[src/rtl/vga_plot_buffer_if.sv]
// Pixel plot bus: one strobe per pixel with its coordinates and color.
// Used both for the incoming plot stream and for the framebuffer write port.
interface vga_plot_buffer_if;
   logic       plot;
   logic [7:0] x;
   logic [7:0] y;
   logic [2:0] color;

   modport master (output plot, x, y, color);
   modport slave  (input  plot, x, y, color);
endinterface

[src/rtl/vga_plot_buffer.sv]
// Buffers on-screen pixel plots and paces them into the VGA framebuffer write
// port; a clear engine can take over the port and sweep the whole screen.
module vga_plot_buffer #(
   parameter int         WRITE_INTERVAL = 1,
   parameter logic [2:0] CLEAR_COLOR    = 3'b000,
   parameter int         FIFO_DEPTH     = 16
) (
   input  logic                     clock_50,
   input  logic                     reset,
   vga_plot_buffer_if.slave         pixel,
   vga_plot_buffer_if.master        vga,
   input  logic                     clear_req,
   output logic                     busy,
   output logic [4:0]               fifo_level,
   output logic                     overflow,
   output logic [7:0]               drop_count
);
   localparam int         AW          = (FIFO_DEPTH > 1) ? $clog2(FIFO_DEPTH) : 1;
   localparam int         PW          = (WRITE_INTERVAL > 1) ? $clog2(WRITE_INTERVAL) : 1;
   localparam logic [PW-1:0] PACE_RELOAD = PW'(WRITE_INTERVAL - 1);
   localparam logic [4:0] DEPTH_L     = 5'(FIFO_DEPTH);
   localparam logic [7:0] X_LAST      = 8'd159;
   localparam logic [7:0] Y_LAST      = 8'd119;

   typedef enum logic {IDLE, CLEAR} state_t;
   state_t state_reg, state_next;

   logic [18:0]   mem [FIFO_DEPTH];
   logic [AW-1:0] wr_ptr_reg, rd_ptr_reg;
   logic [4:0]    count_reg;
   logic [PW-1:0] pace_reg;
   logic [7:0]    sweep_x_reg, sweep_y_reg;
   logic          plot_reg;
   logic [7:0]    x_reg, y_reg;
   logic [2:0]    color_reg;
   logic          overflow_reg;
   logic [7:0]    drop_reg;

   logic in_range, fifo_empty, fifo_full, pace_zero, sweep_last;
   logic pop, push, clear_issue, drop_full, drop_any, clear_start;

   // Control decode: who owns the write port this edge and what happens to the input.
   always_comb begin
      in_range    = pixel.plot && (pixel.x < 8'd160) && (pixel.y < 8'd120);
      fifo_empty  = (count_reg == 5'd0);
      fifo_full   = (count_reg == DEPTH_L);
      pace_zero   = (pace_reg == '0);
      sweep_last  = (sweep_x_reg == X_LAST) && (sweep_y_reg == Y_LAST);
      pop         = (state_reg == IDLE) && !fifo_empty && pace_zero;
      clear_issue = (state_reg == CLEAR) && pace_zero;
      push        = (state_reg == IDLE) && in_range && (!fifo_full || pop);
      drop_full   = (state_reg == IDLE) && in_range && fifo_full && !pop;
      drop_any    = drop_full || ((state_reg == CLEAR) && in_range);
      clear_start = (state_reg == IDLE) && clear_req;
   end

   always_comb begin
      state_next = state_reg;
      case (state_reg)
         IDLE:    if (clear_req) state_next = CLEAR;
         CLEAR:   if (clear_issue && sweep_last) state_next = IDLE;
         default: state_next = IDLE;
      endcase
   end

   always_ff @(posedge clock_50) begin
      if (reset) state_reg <= IDLE;
      else       state_reg <= state_next;
   end

   always_ff @(posedge clock_50) begin
      if (push) mem[wr_ptr_reg] <= {pixel.x, pixel.y, pixel.color};
   end

   always_ff @(posedge clock_50) begin
      if (reset) begin
         wr_ptr_reg   <= '0;
         rd_ptr_reg   <= '0;
         count_reg    <= 5'd0;
         pace_reg     <= '0;
         sweep_x_reg  <= 8'd0;
         sweep_y_reg  <= 8'd0;
         plot_reg     <= 1'b0;
         x_reg        <= 8'd0;
         y_reg        <= 8'd0;
         color_reg    <= 3'd0;
         overflow_reg <= 1'b0;
         drop_reg     <= 8'd0;
      end else begin
         if (push) wr_ptr_reg <= wr_ptr_reg + AW'(1);
         if (pop)  rd_ptr_reg <= rd_ptr_reg + AW'(1);
         count_reg <= count_reg + 5'(push) - 5'(pop);

         if (pop || clear_issue) pace_reg <= PACE_RELOAD;
         else if (!pace_zero)    pace_reg <= pace_reg - PW'(1);

         if (clear_start) begin
            sweep_x_reg <= 8'd0;
            sweep_y_reg <= 8'd0;
         end else if (clear_issue) begin
            if (sweep_x_reg == X_LAST) begin
               sweep_x_reg <= 8'd0;
               sweep_y_reg <= (sweep_y_reg == Y_LAST) ? 8'd0 : sweep_y_reg + 8'd1;
            end else begin
               sweep_x_reg <= sweep_x_reg + 8'd1;
            end
         end

         // Output registers double as the FIFO's registered read port.
         plot_reg <= pop || clear_issue;
         if (pop) begin
            {x_reg, y_reg, color_reg} <= mem[rd_ptr_reg];
         end else if (clear_issue) begin
            x_reg     <= sweep_x_reg;
            y_reg     <= sweep_y_reg;
            color_reg <= CLEAR_COLOR;
         end

         if (drop_full) overflow_reg <= 1'b1;
         if (drop_any && (drop_reg != 8'hFF)) drop_reg <= drop_reg + 8'd1;
      end
   end

   assign vga.plot   = plot_reg;
   assign vga.x      = x_reg;
   assign vga.y      = y_reg;
   assign vga.color  = color_reg;
   assign busy       = (state_reg == CLEAR);
   assign fifo_level = count_reg;
   assign overflow   = overflow_reg;
   assign drop_count = drop_reg;
endmodule

[src/flat_wrapper.sv]
// flat-port wrapper written by rule: the top's interface ports become plain ports
module vga_plot_buffer_flat 
#(
   parameter int         WRITE_INTERVAL = 1,
   parameter logic [2:0] CLEAR_COLOR    = 3'b000,
   parameter int         FIFO_DEPTH     = 16
)
  (clock_50, reset, clear_req, busy, fifo_level, overflow, drop_count, pixel_plot, pixel_x, pixel_y, pixel_color, vga_plot, vga_x, vga_y, vga_color);
  vga_plot_buffer_if pixel_i ();
  vga_plot_buffer_if vga_i ();
  input  logic clock_50;
  input  logic reset;
  input  logic clear_req;
  output logic busy;
  output logic [4:0] fifo_level;
  output logic overflow;
  output logic [7:0] drop_count;
  input wire logic [$bits(pixel_i.plot)-1:0] pixel_plot;
  input wire logic [$bits(pixel_i.x)-1:0] pixel_x;
  input wire logic [$bits(pixel_i.y)-1:0] pixel_y;
  input wire logic [$bits(pixel_i.color)-1:0] pixel_color;
  output wire logic [$bits(vga_i.plot)-1:0] vga_plot;
  output wire logic [$bits(vga_i.x)-1:0] vga_x;
  output wire logic [$bits(vga_i.y)-1:0] vga_y;
  output wire logic [$bits(vga_i.color)-1:0] vga_color;
  assign pixel_i.plot = pixel_plot;
  assign pixel_i.x = pixel_x;
  assign pixel_i.y = pixel_y;
  assign pixel_i.color = pixel_color;
  assign vga_plot = vga_i.plot;
  assign vga_x = vga_i.x;
  assign vga_y = vga_i.y;
  assign vga_color = vga_i.color;
  vga_plot_buffer #(.WRITE_INTERVAL(WRITE_INTERVAL), .CLEAR_COLOR(CLEAR_COLOR), .FIFO_DEPTH(FIFO_DEPTH)) u_core (.clock_50(clock_50), .reset(reset), .pixel(pixel_i), .vga(vga_i), .clear_req(clear_req), .busy(busy), .fifo_level(fifo_level), .overflow(overflow), .drop_count(drop_count));
endmodule
[config.mk]
export PLATFORM = sky130hd
export DESIGN_NAME = vga_plot_buffer_flat
export DESIGN_NICKNAME = d
export VERILOG_FILES = /design/src/rtl/vga_plot_buffer_if.sv /design/src/rtl/vga_plot_buffer.sv /design/src/flat_wrapper.sv
export SDC_FILE = /design/constraint.sdc
export NUM_CORES = 1
export LEC_CHECK = 0
export ABC_AREA = 1
export BUFFER_PORTS_ARGS = -buffer_cell sky130_fd_sc_hd__buf_4
export CAP_MARGIN = 20
export CELL_PAD_IN_SITES_DETAIL_PLACEMENT = 1
export CELL_PAD_IN_SITES_GLOBAL_PLACEMENT = 1
export CORE_ASPECT_RATIO = 1.75
export CORE_MARGIN = 2
export CORE_UTILIZATION = 30
export DETAILED_ROUTE_END_ITERATION = 12
export GPL_TIMING_DRIVEN = 0
export PLACE_DENSITY = 0.5
export SLEW_MARGIN = 20
export SYNTH_ARGS = -nofsm -noshare
export SYNTH_HDL_FRONTEND = slang
export SYNTH_SLANG_ARGS = --single-unit
[constraint.sdc]
create_clock -name clock_50 -period 3.5 [get_ports clock_50]
set_input_delay 0 -clock clock_50 [delete_from_list [all_inputs] [get_ports clock_50]]
set_output_delay 0 -clock clock_50 [all_outputs]
set_load 0.01 [all_outputs]
Yosys cells after proc, flatten, opt, wreduce, memory -nomap -nowiden
Memories as Yosys holds them, arrays and structs flattened. A register that Yosys moved wholly into a read port is not among the register bits.
Cells that the tools add are included.
{"block": "op_classes", "n_addsub": 8, "order_cmp": 2, "eq_ne": 4, "muxes": 15, "bitwise": 2, "n_reduce_logical": 25}
{"operator": "2-to-1 mux 8 bit", "n": 6}
{"operator": "adder 8 x 1 -> 8 bit, second input constant", "n": 3}
{"operator": "logical AND 1 bit", "n": 14}
{"operator": "adder 4 x 1 -> 4 bit, second input constant", "n": 2}
{"operator": "equality test 8 x 7 -> 1 bit, second input constant", "n": 1}
{"operator": "equality test 8 bit, second input constant", "n": 1}
{"operator": "< comparator 8 x 7 -> 1 bit, second input constant", "n": 1}
{"operator": "< comparator 8 bit, second input constant", "n": 1}
{"operator": "2-to-1 mux 4 bit", "n": 2}
{"operator": "!= test 8 bit, second input constant", "n": 1}
{"operator": "2-to-1 mux 3 bit", "n": 2}
{"operator": "adder 5 x 1 -> 5 bit", "n": 1}
{"operator": "equality test 5 bit, second input constant", "n": 1}
{"operator": "zero test 5 bit", "n": 1}
{"operator": "subtractor 5 x 1 -> 5 bit", "n": 1}
{"operator": "2-to-1 mux 1 bit", "n": 4}
{"operator": "zero test 1 bit", "n": 3}
{"operator": "logical OR 1 bit", "n": 3}
{"operator": "OR reduction 3 bit", "n": 1}
{"operator": "NOT 1 bit", "n": 2}
{"operator": "case mux 1 bit (2 select lines)", "n": 1}
{"operator": "AND reduction 2 bit", "n": 1}
{"operator": "nonzero test 2 bit", "n": 1}
{"operator": "OR reduction 2 bit", "n": 1}
{"operator": "subtractor 1 bit, second input constant", "n": 1}
{"block": "word_totals", "ff_bits": 60, "mem_bits_rw": 304, "in_bits": 23, "output_inout_bits": 35, "elab_cells": 70, "n_memories": 1}
{"name": "u_core.mem", "words": 16, "word_bits": 19, "read_ports": 1, "rd_clocked_by_memory_dff": 1, "write_ports": 1, "line": "vga_plot_buffer.sv:28", "rtl": "logic [18:0] mem [FIFO_DEPTH];"}

Depth between registers and ports, before layout
{"block": "logic_depth", "depth_word": 8, "depth_mapped": 16, "mapped_depth_nobuf": 15}

Least setup slack after synthesis
OpenSTA, ideal clock, no wires.
{"block": "synth_path", "path_type": "reg-to-reg", "startpoint": "register u_core.count_reg[2], in the netlist u_core.fifo_level[2]", "endpoint": "memory u_core.mem[3][0], enable pin", "setup_time_ns": 0.419, "arrival_time_ns": 2.647, "required_time_ns": 3.081, "slack_ns": 0.434, "path_stages_with_launch": 10, "path_buffers": 0, "synth_period_minus_slack_ns": 3.066, "cell_sequence": "dfxtp_1 -> inv_1 -> ha_1 -> nand2_1 -> nor2_1 -> nand2_1 -> inv_1 -> nor3_4 -> nand2_2 -> nor3_1"}
{"block": "synth_between", "elab_chain_cells": 8, "word_cells_on_any_way": 10, "classes_between": "1 x eq/ne; 2 x mux; 7 x reduce/logical"}
{"item": "start: declaration", "line": "vga_plot_buffer.sv:30", "rtl": "logic [4:0] count_reg;"}
{"item": "start signal: assignment", "line": "vga_plot_buffer.sv:92", "rtl": "count_reg <= count_reg + 5'(push) - 5'(pop);"}
{"item": "zero test 5 bit", "line": "vga_plot_buffer.sv:45", "rtl": "fifo_empty = (count_reg == 5'd0);"}
{"item": "zero test 1 bit", "line": "vga_plot_buffer.sv:49", "rtl": "pop = (state_reg == IDLE) && !fifo_empty && pace_zero;"}
{"item": "logical AND 1 bit (2 in a row)", "line": "vga_plot_buffer.sv:49"}
{"item": "logical OR 1 bit (*)", "line": "vga_plot_buffer.sv:51", "rtl": "push = (state_reg == IDLE) && in_range && (!fifo_full || pop);"}
{"item": "logical AND 1 bit (*)", "line": "vga_plot_buffer.sv:51"}
{"item": "named net u_core.push", "line": "vga_plot_buffer.sv:40", "rtl": "logic pop, push, clear_issue, drop_full, drop_any, clear_start;"}
{"item": "2-to-1 mux 1 bit (*)", "line": "vga_plot_buffer.sv:72", "rtl": "if (push) mem[wr_ptr_reg] <= {pixel.x, pixel.y, pixel.color};"}
{"item": "2-to-1 mux 1 bit (not written as such) (*)", "line": "vga_plot_buffer.sv:72"}
{"item": "end: declaration", "line": "vga_plot_buffer.sv:28"}
Mark *: on every way through the listed nets, which the timed path passes. The rest lies on a longest branch.

Worst setup path after layout
{"block": "layout_path", "startpoint": "input port pixel_x[5]", "endpoint": "memory u_core.mem[3][16], enable pin"}
{"block": "layout_between", "elab_chain_cells": 7}
{"item": "start: declaration", "line": "flat_wrapper.sv:19", "rtl": "input wire logic [$bits(pixel_i.x)-1:0] pixel_x;"}
{"item": "< comparator 8 bit", "line": "vga_plot_buffer.sv:44", "rtl": "in_range = pixel.plot && (pixel.x < 8'd160) && (pixel.y < 8'd120);"}
{"item": "logical AND 1 bit (2 in a row)", "line": "vga_plot_buffer.sv:44"}
{"item": "logical AND 1 bit (2 in a row)", "line": "vga_plot_buffer.sv:51"}
{"item": "named net u_core.push", "line": "vga_plot_buffer.sv:40"}
{"item": "2-to-1 mux 1 bit", "line": "vga_plot_buffer.sv:72"}
{"item": "2-to-1 mux 1 bit (not written as such)", "line": "vga_plot_buffer.sv:72"}
The timed path passes the listed nets, and every way through them passes these cells.

==> reports/qor.json <==
{
  "post_synth_most_frequent_cells": {"value": "sky130_fd_sc_hd__nand2_1, sky130_fd_sc_hd__edfxtp_1, sky130_fd_sc_hd__inv_1"},
  "holdCritPathClass": {"value": "input port to flop"},
  "worstHoldEndpoint": {"value": "u_core.wr_ptr_reg[2]"},
  "tightestPinTransition": {"value": 1140, "unit": "ps"},
  "syn_area_per_cell": {"value": 9.66, "unit": "µm²"},
  "routed_wire_length_per_instance": {"value": 22.6, "unit": "µm"},
  "via_count_of_the_first_global_routing_pass": {"value": 12300},
  "vias": {"value": 11800},
  "tritoncts": {"value": "yes"},
  "number_of_fill_cells_in_the_layout": {"value": 6029},
  "pin_count_of_the_biggest_net_entering_global_routing": {"value": 20},
  "io_pins": {"value": 58},
  "drc": {"value": 0},
  "smallest_setup_slack_after_layout": {"value": 374, "unit": "ps"},
  "critPathCaptureType": {"value": "flop"},
  "globalplace.congestion": {"value": 0.794},
  "postLayoutCoreUtil": {"value": 36.6, "unit": "%"},
  "drtIter0Drc": {"value": 592},
  "antenna_found_initial": {"value": 0},
  "postSynthCellCount": {"value": 1652},
  "worstSetupStartpointType": {"value": "input port"},
  "critical_path_peak_fanout": {"value": 17},
  "finClkSkew": {"value": 21.0, "unit": "ps"},
  "largest_reg_flops": {"value": 304},
  "detailed_place_hpwl": {"value": 40300, "unit": "µm"},
  "design.die.area": {"value": 55100, "unit": "µm²"},
  "synth-edff-count": {"value": 304},
  "clock-sinks": {"value": 368},
  "initial_utilization": {"value": 30.4, "unit": "%"},
  "antennaDiodeCount": {"value": 0},
  "timing.reg2reg.setup_slack": {"value": 430, "unit": "ps"},
  "placement_rows": {"value": 111},
  "grt-ovfl-total": {"value": 0},
  "htreeDepth": {"value": 2},
  "synth_fp_nets": {"value": 1689},
  "max-slew-margin-rel": {"value": 24.1, "unit": "%"},
  "die_height": {"value": 309, "unit": "µm"},
  "design.final.nets": {"value": 1828},
  "rsz0062_at_grt": {"value": "no"},
  "async_reset_ff_share": {"value": 0, "unit": "%"},
  "achievable-frequency": {"value": 320, "unit": "MHz"},
  "grt_pass1_wl": {"value": 82400, "unit": "µm"},
  "cp.required": {"value": 3740, "unit": "ps"},
  "seq_area_frac_synth": {"value": 65.2, "unit": "%"},
  "critPathKind": {"value": "input port to flop"},
  "hp-start": {"value": "pixel_plot"},
  "final.period_utilization": {"value": 89.3, "unit": "%"},
  "crit-reg2reg-launch": {"value": "u_core.busy"},
  "cts.clk_slew.worst_paths": {"value": 60, "unit": "ps"},
  "grt.total_usage": {"value": 21.0, "unit": "%"},
  "cts_post_setup_buffers_inserted": {"value": 0},
  "period_needed": {"value": 3130, "unit": "ps"},
  "detailed_place.area": {"value": 17700, "unit": "µm²"},
  "area.growth.synth_to_final": {"value": 20.2, "unit": "%"},
  "post-place-ws": {"value": 24.0, "unit": "ps"},
  "timing.reg2reg.worst_path_depth": {"value": 11},
  "placement.io_buffers": {"value": 57},
  "synthesis.yosys.warnings": {"value": 0},
  "cts.root.buffer_cell": {"value": "sky130_fd_sc_hd__clkbuf_16"},
  "synthMostInstantiatedCell": {"value": "sky130_fd_sc_hd__nand2_1"},
  "die-width": {"value": 178, "unit": "µm"},
  "run_status": {"value": "finished clean"},
  "yosys_register_bits": {"value": 368},
  "maxCapViolCount": {"value": 0},
  "synth_top_cell_area_share": {"value": 57.2, "unit": "%"},
  "fp.coreArea": {"value": 52500, "unit": "µm²"},
  "cellLeakagePower": {"value": 7.90, "unit": "nW"},
  "top_register": {"value": "u_core.mem"},
  "finalHoldWorstSlack": {"value": 97.5, "unit": "ps"},
  "worst_skew_pair.late_latency": {"value": 560, "unit": "ps"},
  "rr_endpoint": {"value": "u_core.mem[3][16]"},
  "numCtsBuffers": {"value": 40},
  "sum_of_routed_wire_length_over_all_layers": {"value": 56600, "unit": "µm"},
  "fin_area": {"value": 19200, "unit": "µm²"},
  "report.power.total": {"value": 11.5, "unit": "mW"},
  "critical_path_arrival": {"value": 3370, "unit": "ps"},
  "max-vdd-ir-drop": {"value": 0.293, "unit": "mV"},
  "min_path_cells": {"value": 5},
  "ys_types": {"value": 33},
  "netlist_area": {"value": 16000, "unit": "µm²"},
  "maxSlewViolCount": {"value": 0},
  "synth_flop_cell": {"value": "sky130_fd_sc_hd__edfxtp_1"},
  "max-clock-path-buffers": {"value": 3},
  "synth.area.top_cells": {"value": "sky130_fd_sc_hd__edfxtp_1, sky130_fd_sc_hd__nand2_1, sky130_fd_sc_hd__dfxtp_1"},
  "drt_pre_antenna_iters": {"value": 4},
  "setup_viol": {"value": 0},
  "power_density": {"value": 599, "unit": "nW/µm²"},
  "antenna_violating_nets_post_route": {"value": 0},
  "synth.largest_area_cell": {"value": "sky130_fd_sc_hd__edfxtp_1"},
  "finalHoldViolCount": {"value": 0},
  "drive_gt1_share": {"value": 10.8, "unit": "%"},
  "via_to_cell_ratio": {"value": 4.72}
}
[cell type report]
type	count	area (µm²)	share of cell area (%)
clock inverter	15	138	0.717
buffer	72	334	1.74
tap	678	848	4.42
sequential	368	10400	54.2
clock buffer	55	1130	5.91
timing repair buffer	97	991	5.16
inverter	255	957	4.99
multi-input combinational	957	4380	22.8
[stage by stage]
stage / std cells / TNS, ps
global route: 2497 / 0
CTS: 2497 / 0
global placement: 2387 / -331170
floorplan: 1652 / 0
detailed placement: 2406 / 0
finish: 2497 / 0
[worst max-delay path, cell delays in order]
cell,delay (ps)
sky130_fd_sc_hd__dlygate4sd3_1,530
sky130_fd_sc_hd__buf_4,220
sky130_fd_sc_hd__o21ai_1,410
sky130_fd_sc_hd__nand4_1,390
sky130_fd_sc_hd__nor3_4,430
sky130_fd_sc_hd__nand2_2,220
sky130_fd_sc_hd__nor3_2,310
sky130_fd_sc_hd__buf_4,250
sky130_fd_sc_hd__buf_4,180
sky130_fd_sc_hd__buf_4,190
sky130_fd_sc_hd__buf_4,210
[cells in the final DEF, fill, tap and decap left out, drive strengths merged]
cell,synthesis,final
nand2,547,547
edfxtp,304,304
inv,254,256
nand3,240,240
buf,45,121
clkbuf,27,82
dfxtp,64,64
nor2,62,62
a21oi,45,45
dlygate4sd3,0,21
o21ai,14,14
ha,13,13
clkinv,1,12
xor2,9,9
nor3,8,8
nand4,7,7
xnor2,4,4
nor3b,3,3
bufinv,0,2
o21a,1,1
a31oi,1,1
nand3b,1,1
fa,1,1
conb,1,1
[how the worst max path moves through the flow]
stage,from,end
2_1_floorplan,u_core.fifo_level[2],u_core.mem[3][0]
3_3_place_gp,pixel_x[5],u_core.mem[3][16]
3_5_place_dp,pixel_x[5],u_core.mem[3][16]
4_1_cts,pixel_x[5],u_core.mem[3][17]
5_1_grt,pixel_x[5],u_core.mem[3][17]
6_report,pixel_x[5],u_core.mem[3][16]
[logic make-up (layout without fill, tap and decap cells)]
| group | Yosys count | count (layout) | share of synthesized area (%) |
|---|---|---|---|
| AOI/OAI and AO/OA | 61 | 61 | 1.96 |
| xor gates and xnor gates | 13 | 13 | 0.713 |
| DFF | 368 | 368 | 65.2 |
| and+or+nand+nor | 868 | 868 | 22.9 |
| adders and majority gates | 14 | 14 | 1.14 |
| other | 1 | 1 | 0.0235 |
| buffers and inverters | 327 | 494 | 8.09 |
[metal layers]
metal | vias up | wire length (µm) | part of all wire [%] | GRT usage, %
met5 | - | 0 | 0 | 0
met2 | 190 | 31800 | 56 | 41.6
met4 | 0 | 1490 | 2.6 | 6.43
li1 | 5607 | - | - | -
met3 | 67 | 1350 | 2.4 | 1.84
met1 | 5918 | 21900 | 39 | 23.1
[where the power goes]
group | leakage, nW | total [mW] | switching (mW) | internal [mW]
logic | 4.02 | 2.38 | 1.70 | 0.685
registers | 3.26 | 4.91 | 0.0738 | 4.84
clock network | 0.626 | 4.20 | 1.78 | 2.42
total | 7.90 | 11.5 | 3.55 | 7.94
[timing repair]
action,in CTS,in global routing
hold endpoints to repair,318,0
hold buffers,21,0
gates resized for setup,0,1
endpoints found under the setup margin,0,7
Power figures use the tool's default switching activity.
